==> src/rtl/wb_bus_arbiter.sv <==
// rtl/wb_bus_arbiter.sv - round-robin arbiter and burst sequencer for the 4-input write-back bus
// Grants one requester at a time, drives the bus select and releases on last, burst limit or abandon.
module wb_bus_arbiter #(
    parameter int DATA_WIDTH = 16,
    parameter int MAX_BEATS  = 8,
    parameter int CNT_W      = 3
) (
    input  logic                  clk,
    input  logic                  reset_n,
    input  logic [3:0]            req,
    input  logic [3:0]            last,
    input  logic [DATA_WIDTH-1:0] data0,
    input  logic [DATA_WIDTH-1:0] data1,
    input  logic [DATA_WIDTH-1:0] data2,
    input  logic [DATA_WIDTH-1:0] data3,
    input  logic                  out_ready,
    output logic [3:0]            gnt,
    output logic [1:0]            sel,
    output logic [DATA_WIDTH-1:0] out_data,
    output logic                  out_valid,
    output logic                  busy
);

    localparam logic [0:0] ST_IDLE = 1'b0;
    localparam logic [0:0] ST_BUSY = 1'b1;
    localparam logic [CNT_W-1:0] CNT_LAST = CNT_W'(MAX_BEATS - 1);

    logic [0:0]       r_state;
    logic [3:0]       r_gnt;
    logic [1:0]       r_sel;
    logic [1:0]       r_ptr;
    logic [CNT_W-1:0] r_beat_cnt;

    logic [1:0]       w_winner;
    logic [1:0]       w_scan_idx;
    logic             w_found;
    logic             w_valid;
    logic             w_beat;
    logic             w_release;

    // Scan from the highest offset down so the offset nearest ptr wins.
    always_comb begin
        w_found    = 1'b0;
        w_winner   = r_ptr;
        w_scan_idx = r_ptr;
        for (int k = 3; k >= 0; k--) begin
            w_scan_idx = r_ptr + 2'(k);
            if (req[w_scan_idx]) begin
                w_winner = w_scan_idx;
                w_found  = 1'b1;
            end
        end
    end

    assign w_valid   = (|r_gnt) & req[r_sel];
    assign w_beat    = w_valid & out_ready;
    assign w_release = ~req[r_sel] | (w_beat & (last[r_sel] | (r_beat_cnt == CNT_LAST)));

    always_ff @(posedge clk) begin
        if (!reset_n) begin
            r_state    <= ST_IDLE;
            r_gnt      <= 4'b0000;
            r_sel      <= 2'd0;
            r_ptr      <= 2'd0;
            r_beat_cnt <= '0;
        end else begin
            case (r_state)
                ST_IDLE: begin
                    if (w_found) begin
                        r_gnt      <= 4'b0001 << w_winner;
                        r_sel      <= w_winner;
                        r_beat_cnt <= '0;
                        r_state    <= ST_BUSY;
                    end
                end
                ST_BUSY: begin
                    if (w_release) begin
                        r_gnt      <= 4'b0000;
                        r_state    <= ST_IDLE;
                        r_ptr      <= r_sel + 2'd1;
                        r_beat_cnt <= '0;
                    end else if (w_beat) begin
                        r_beat_cnt <= r_beat_cnt + 1'b1;
                    end
                end
                default: r_state <= ST_IDLE;
            endcase
        end
    end

    always_comb begin
        out_data = data0;
        case (r_sel)
            2'd0: out_data = data0;
            2'd1: out_data = data1;
            2'd2: out_data = data2;
            2'd3: out_data = data3;
            default: out_data = data0;
        endcase
    end

    assign gnt       = r_gnt;
    assign sel       = r_sel;
    assign out_valid = w_valid;
    assign busy      = (r_state == ST_BUSY);

endmodule

==> config.mk <==
export PLATFORM = sky130hd
export DESIGN_NAME = wb_bus_arbiter
export DESIGN_NICKNAME = d
export VERILOG_FILES = /design/src/rtl/wb_bus_arbiter.sv
export SDC_FILE = /design/constraint.sdc
export NUM_CORES = 1
export LEC_CHECK = 0
export ABC_AREA = 1
export CAP_MARGIN = 30
export CORE_MARGIN = 2
export CORE_UTILIZATION = 37
export DETAILED_ROUTE_END_ITERATION = 12
export PLACE_DENSITY = 0.95
export SETUP_SLACK_MARGIN = 0.2
export SLEW_MARGIN = 20
export SYNTH_ARGS = -nofsm -noshare
export SYNTH_HDL_FRONTEND = slang
export SYNTH_SLANG_ARGS = --single-unit
==> constraint.sdc <==
create_clock -name clk -period 2.65 [get_ports clk]
set_clock_uncertainty 0.2 [all_clocks]
set_input_delay 0.265 -clock clk [delete_from_list [all_inputs] [get_ports clk]]
set_output_delay 0.265 -clock clk [all_outputs]
set_load 0.05 [all_outputs]
# After elaboration in Yosys (flattened, before gate mapping)
# Cells that the tools add are included.
dict set report classes {
  n_addsub 5
  multipliers 0
  n_div 0
  order_cmp 5
  n_eq_ne 7
  shifts 1
  muxes 31
  n_bitwise 7
  n_reduce_logical 6
}
# cell count
set ops {}
lappend ops {{16-bit one-hot mux with 4 select lines} 1}
lappend ops {{2-bit by 3-bit less-than comparator with 1-bit output, second input constant} 5}
lappend ops {{1-bit binary-select mux with 2-bit select} 6}
lappend ops {{1-bit two-way mux} 12}
lappend ops {{3-bit two-way mux} 3}
lappend ops {{2-bit two-way mux} 4}
lappend ops {{4-bit two-way mux} 2}
lappend ops {{4-bit one-hot mux with 2 select lines} 1}
lappend ops {{2-bit AND reduction} 4}
lappend ops {{3-bit one-hot mux with 2 select lines} 1}
lappend ops {{2-bit by 1-bit adder with 2-bit output, second input constant} 2}
lappend ops {{2-bit adder, second input constant} 2}
lappend ops {{2-bit == test, second input constant} 2}
lappend ops {{4-bit OR reduction} 1}
lappend ops {{1-bit by 2-bit left shift with 4-bit output, first input constant} 1}
lappend ops {{3-bit by 1-bit adder with 3-bit output, second input constant} 1}
lappend ops {{1-bit AND} 3}
lappend ops {{3-bit == test, second input constant} 1}
lappend ops {{3-bit by 1-bit inequality test with 1-bit output, second input constant} 1}
lappend ops {{2-bit by 1-bit == test with 1-bit output, second input constant} 1}
lappend ops {{2-bit logical NOT} 1}
lappend ops {{2-bit by 1-bit inequality test with 1-bit output, second input constant} 1}
lappend ops {{2-bit inequality test, second input constant} 1}
lappend ops {{1-bit NOT} 2}
lappend ops {{other kinds (2)} 3}
dict set report word_totals {
  regBits 12
  latchBits 0
  mem_bits_rw 0
  rom_bits 0
  inputBits 75
  output_inout_bits 24
  wordCells 67
  mem_count 0
}

# Depth between registers and ports, before layout
dict set report depth {
  ltp_word 10
  mapped_depth 12
  mapped_depth_nobuf 12
}

# Least setup slack after synthesis
# Ideal clock, no wire load.
dict set report synth_timing {
  path_type {register -> output}
  from {register r_sel[0], in the netlist sel[0]}
  to {output port out_data[12]}
  t_arrival_ns 2.782
  required_time_ns 2.185
  path_slack_ns -0.597
  stages_incl_launch_ff 7
  path_buffers 2
  cell_sequence {dfxtp_1 ha_1 clkbuf_1 clkbuf_1 a22o_1 a21oi_1 o21ai_0}
}
dict set report synth_between {
  elab_chain_cells 2
  elab_cells_between_ends 5
  classes_between {eq/ne: 3; mux: 1; reduce/logical: 1}
}
# item line
set synth_rtl {}
lappend synth_rtl {{from (decl)} 30} ;# logic [1:0] r_sel;
lappend synth_rtl {{from (signal assigned)} 71} ;# r_sel <= w_winner;
lappend synth_rtl {{2-bit == test, or another cell as far along} 93} ;# case (r_sel)
lappend synth_rtl {{16-bit one-hot mux with 4 select lines *} 93}
lappend synth_rtl {{to (decl)} 19} ;# output logic [DATA_WIDTH-1:0] out_data,
# Mark *: on every way between the ends. The rest lies on a longest branch, timed or not.

# Worst setup path after layout
dict set report layout_timing {
  from {register r_sel[0], in the netlist sel[0]}
  to {output port out_data[2]}
}
# The elaborated chain is that of the path after synthesis.

==> impl_results.md <==
- Top FF cell, synth: dfxtp_1
- Outcome: finished, final reports clean
- First-pass GRT wire length: 8520 microns
- CP arrival: 1830 ps
- Hold WC Path Type: reg -> reg
- Max Fclk: 435 MHz
- Worst EP required: 2180 ps
- Startpoint type of the worst setup path: register
- Post-route ant nets: 0
- Post-Synthesis Cells: 219
- Initial Utilization: 38.9%
- Sequential cell area fraction in the yosys report: 18.2%
- Leak Pwr: 1.10 nW
- I/O pins: 99
- DRC Markers: 0
- Syn_area_per_cell: 6.03 sq um
- Synth top area share: 18.2%
- Area after DPL: 2540 sq um
- Design Area, Final: 2580 sq um
- # clock sinks: 12
- Clock root cell: clkbuf_4
- Die ar.: 4060 sq um
- Die W: 63.7 microns
- Peak supply drop: 0.525 mV
- Via count: 1,886
- H-tree levels: 1
- Unrepaired setup endpoints after global routing: false
- Initial antenna violation count: 0
- Drt total wl: 5440 microns
- First-pass DRT Iterations: 4
- Synth area leaders: dfxtp_1 (18%), nand2_1 (16%), a21oi_1 (11%), a22o_1 (11%), o21ai_0 (7.6%)
- Vias/cell: 5.27
- Synth async-reset ratio: 0%
- Final setup TNS: 0 ps
- Critical path class: reg -> out
- TritonCTS buffer count: 3
- Endpoint class of the critical path: output pin
- Clock Path Buffers: 2
- Post-Layout Cell Count: 358
- Hold-fix buffers, CTS: 0
- Core Footprint: 3390 sq um
- Hold path depth: 2
- Routed WL per cell: 15.2 microns
- # rows: 21
- Gr ovfl total: 0
- Area growth syn-to-layout: 95.8%
- Least-Margin Pin Slew: 498 ps
- Fin crit share: 86.8%
- Finish-stage setup viols: 0
- Die Ht: 63.7 microns
- Top-count cell post-synth: nand2_1
- Port Buf Inserts: 98
- Slew HR: 66.7%
- Clk_lat worst skew: 280 ps
- Post-CTS setup buffers: 0
- CP Max Fanout: 16
- Post-synth EDFFs: 0
- Fin crit period: 2300 ps
- Final RePlAce weighted congestion: 0.854
- Layout cells sized above 1: 20.8%
- Number of global-route vias before repair: 1,803
- Synth top cells by count: nand2_1 (58), a21oi_1 (29), o21ai_0 (20)
- Final hold vios: 0
- Placed cell count: 354
- Reg2Reg Depth: 12
- Unique cell type count in the Yosys netlist: 22
- First DRT Iteration DRCs: 106
- Power Density: 1190 nW/um^2
- Seq cells post-synth: 12
- Synthesized Nets: 300
- Post-synthesis instance area: 1320 sq um
- Pin count of the biggest net entering global routing: 33
- CTS tree: yes
- Layout filler cell count: 213
- Area leader, netlist: dfxtp_1
- Slew Viols, Final: 0
- Worst-path clk slew: 80 ps
- All-Layer GR Usage: 26.7%
- Layout Nets: 394
- Post-DP HPWL: 4450 microns
- Max cap viols: 0
- Ys Warns: 0
- Antenna Cells: 0
cells by family after synthesis:
kind of cell               after synthesis  synth area share [%]
and+or+nand+nor                        101                  35.4
AOI/OAI and AO/OA                       70                  31.7
buffers and inverters                   30                  9.10
DFF                                     12                  18.2
adders and majority gates                6                  5.69
placed cells by master (no fill, tap or decap), drive strengths merged:
cell	n
nand4	6
nand3b	1
buf	18
inv	19
dfxtp	12
ha	6
clkinv	1
clkbuf	4
o21ai	25
a22o	16
nor3	1
clkdlybuf4s50	81
a21oi	29
nand2	70
nor2	10
and2	1
nand3	12
where the power goes:
part           leakage, nW  internal (W)  switching [W]
Combinational        0.980       0.00104        0.00156
Clock               0.0210     0.0000836      0.0000633
Sequential          0.0988      0.000235      0.0000842
registers in the layout (all words and copies together), names as in the netlist:
name	flops
r_beat_cnt	3
sel	2
gnt	4
busy	1
r_ptr	2
per-stage QoR:
stage	power (W)	utilization [%]	setup WS, ps	hold WS, ps
floorplan	0.00192	-	279	196
global placement	0.00286	75.0	510	261
detailed placement	0.00291	75.0	491	269
CTS	0.00306	76.1	255	281
global route	0.00326	76.3	239	302
finish	0.00307	76.3	351	284
metal layers:
layer / routed length, microns / part of all wire (%) / global-route usage, % / up-vias
met2: 2860 / 53 / 50.5 / 81
met5: 0 / 0 / 0 / -
met1: 2120 / 39 / 29.3 / 859
li1: - / - / - / 934
met3: 329 / 6.1 / 5.81 / 12
met4: 125 / 2.3 / 8.15 / 0
path summary, 6_finish.rpt:
path | to | slack (ps) | from
max reg2reg | gnt[1]$_SDFFE_PN0P_ | 550 | r_ptr[0]$_SDFFE_PN0P_
min reg2reg | r_beat_cnt[2]$_SDFFE_PN0P_ | 280 | r_beat_cnt[2]$_SDFFE_PN0P_
max | out_data[2] | 350 | sel[0]$_SDFFE_PN0P_
min | r_beat_cnt[2]$_SDFFE_PN0P_ | 280 | r_beat_cnt[2]$_SDFFE_PN0P_
worst max-delay path: stages, from the launching register on:
cell and delay, ps:
dfxtp_2 430, inv_2 110, ha_2 300, a22o_1 240, a21oi_1 200, o21ai_2 100, buf_12 170
area by class of cell:
class | count | area [sq um] | share of cell area [%]
timing repair buffer | 99 | 1150 | 44.3
multi-input combinational | 177 | 1030 | 39.7
sequential | 12 | 243 | 9.39
inverter | 20 | 75.1 | 2.90
tap | 46 | 57.6 | 2.23
clock buffer | 4 | 36.3 | 1.40
what timing repair did:
| item | CTS | global route |
|---|---|---|
| endpoints found under the setup margin | 1 | 16 |
| resized for setup | 1 | 2 |
| pin swaps | 0 | 0 |
No activity file was read; power rests on OpenSTA's default activity.
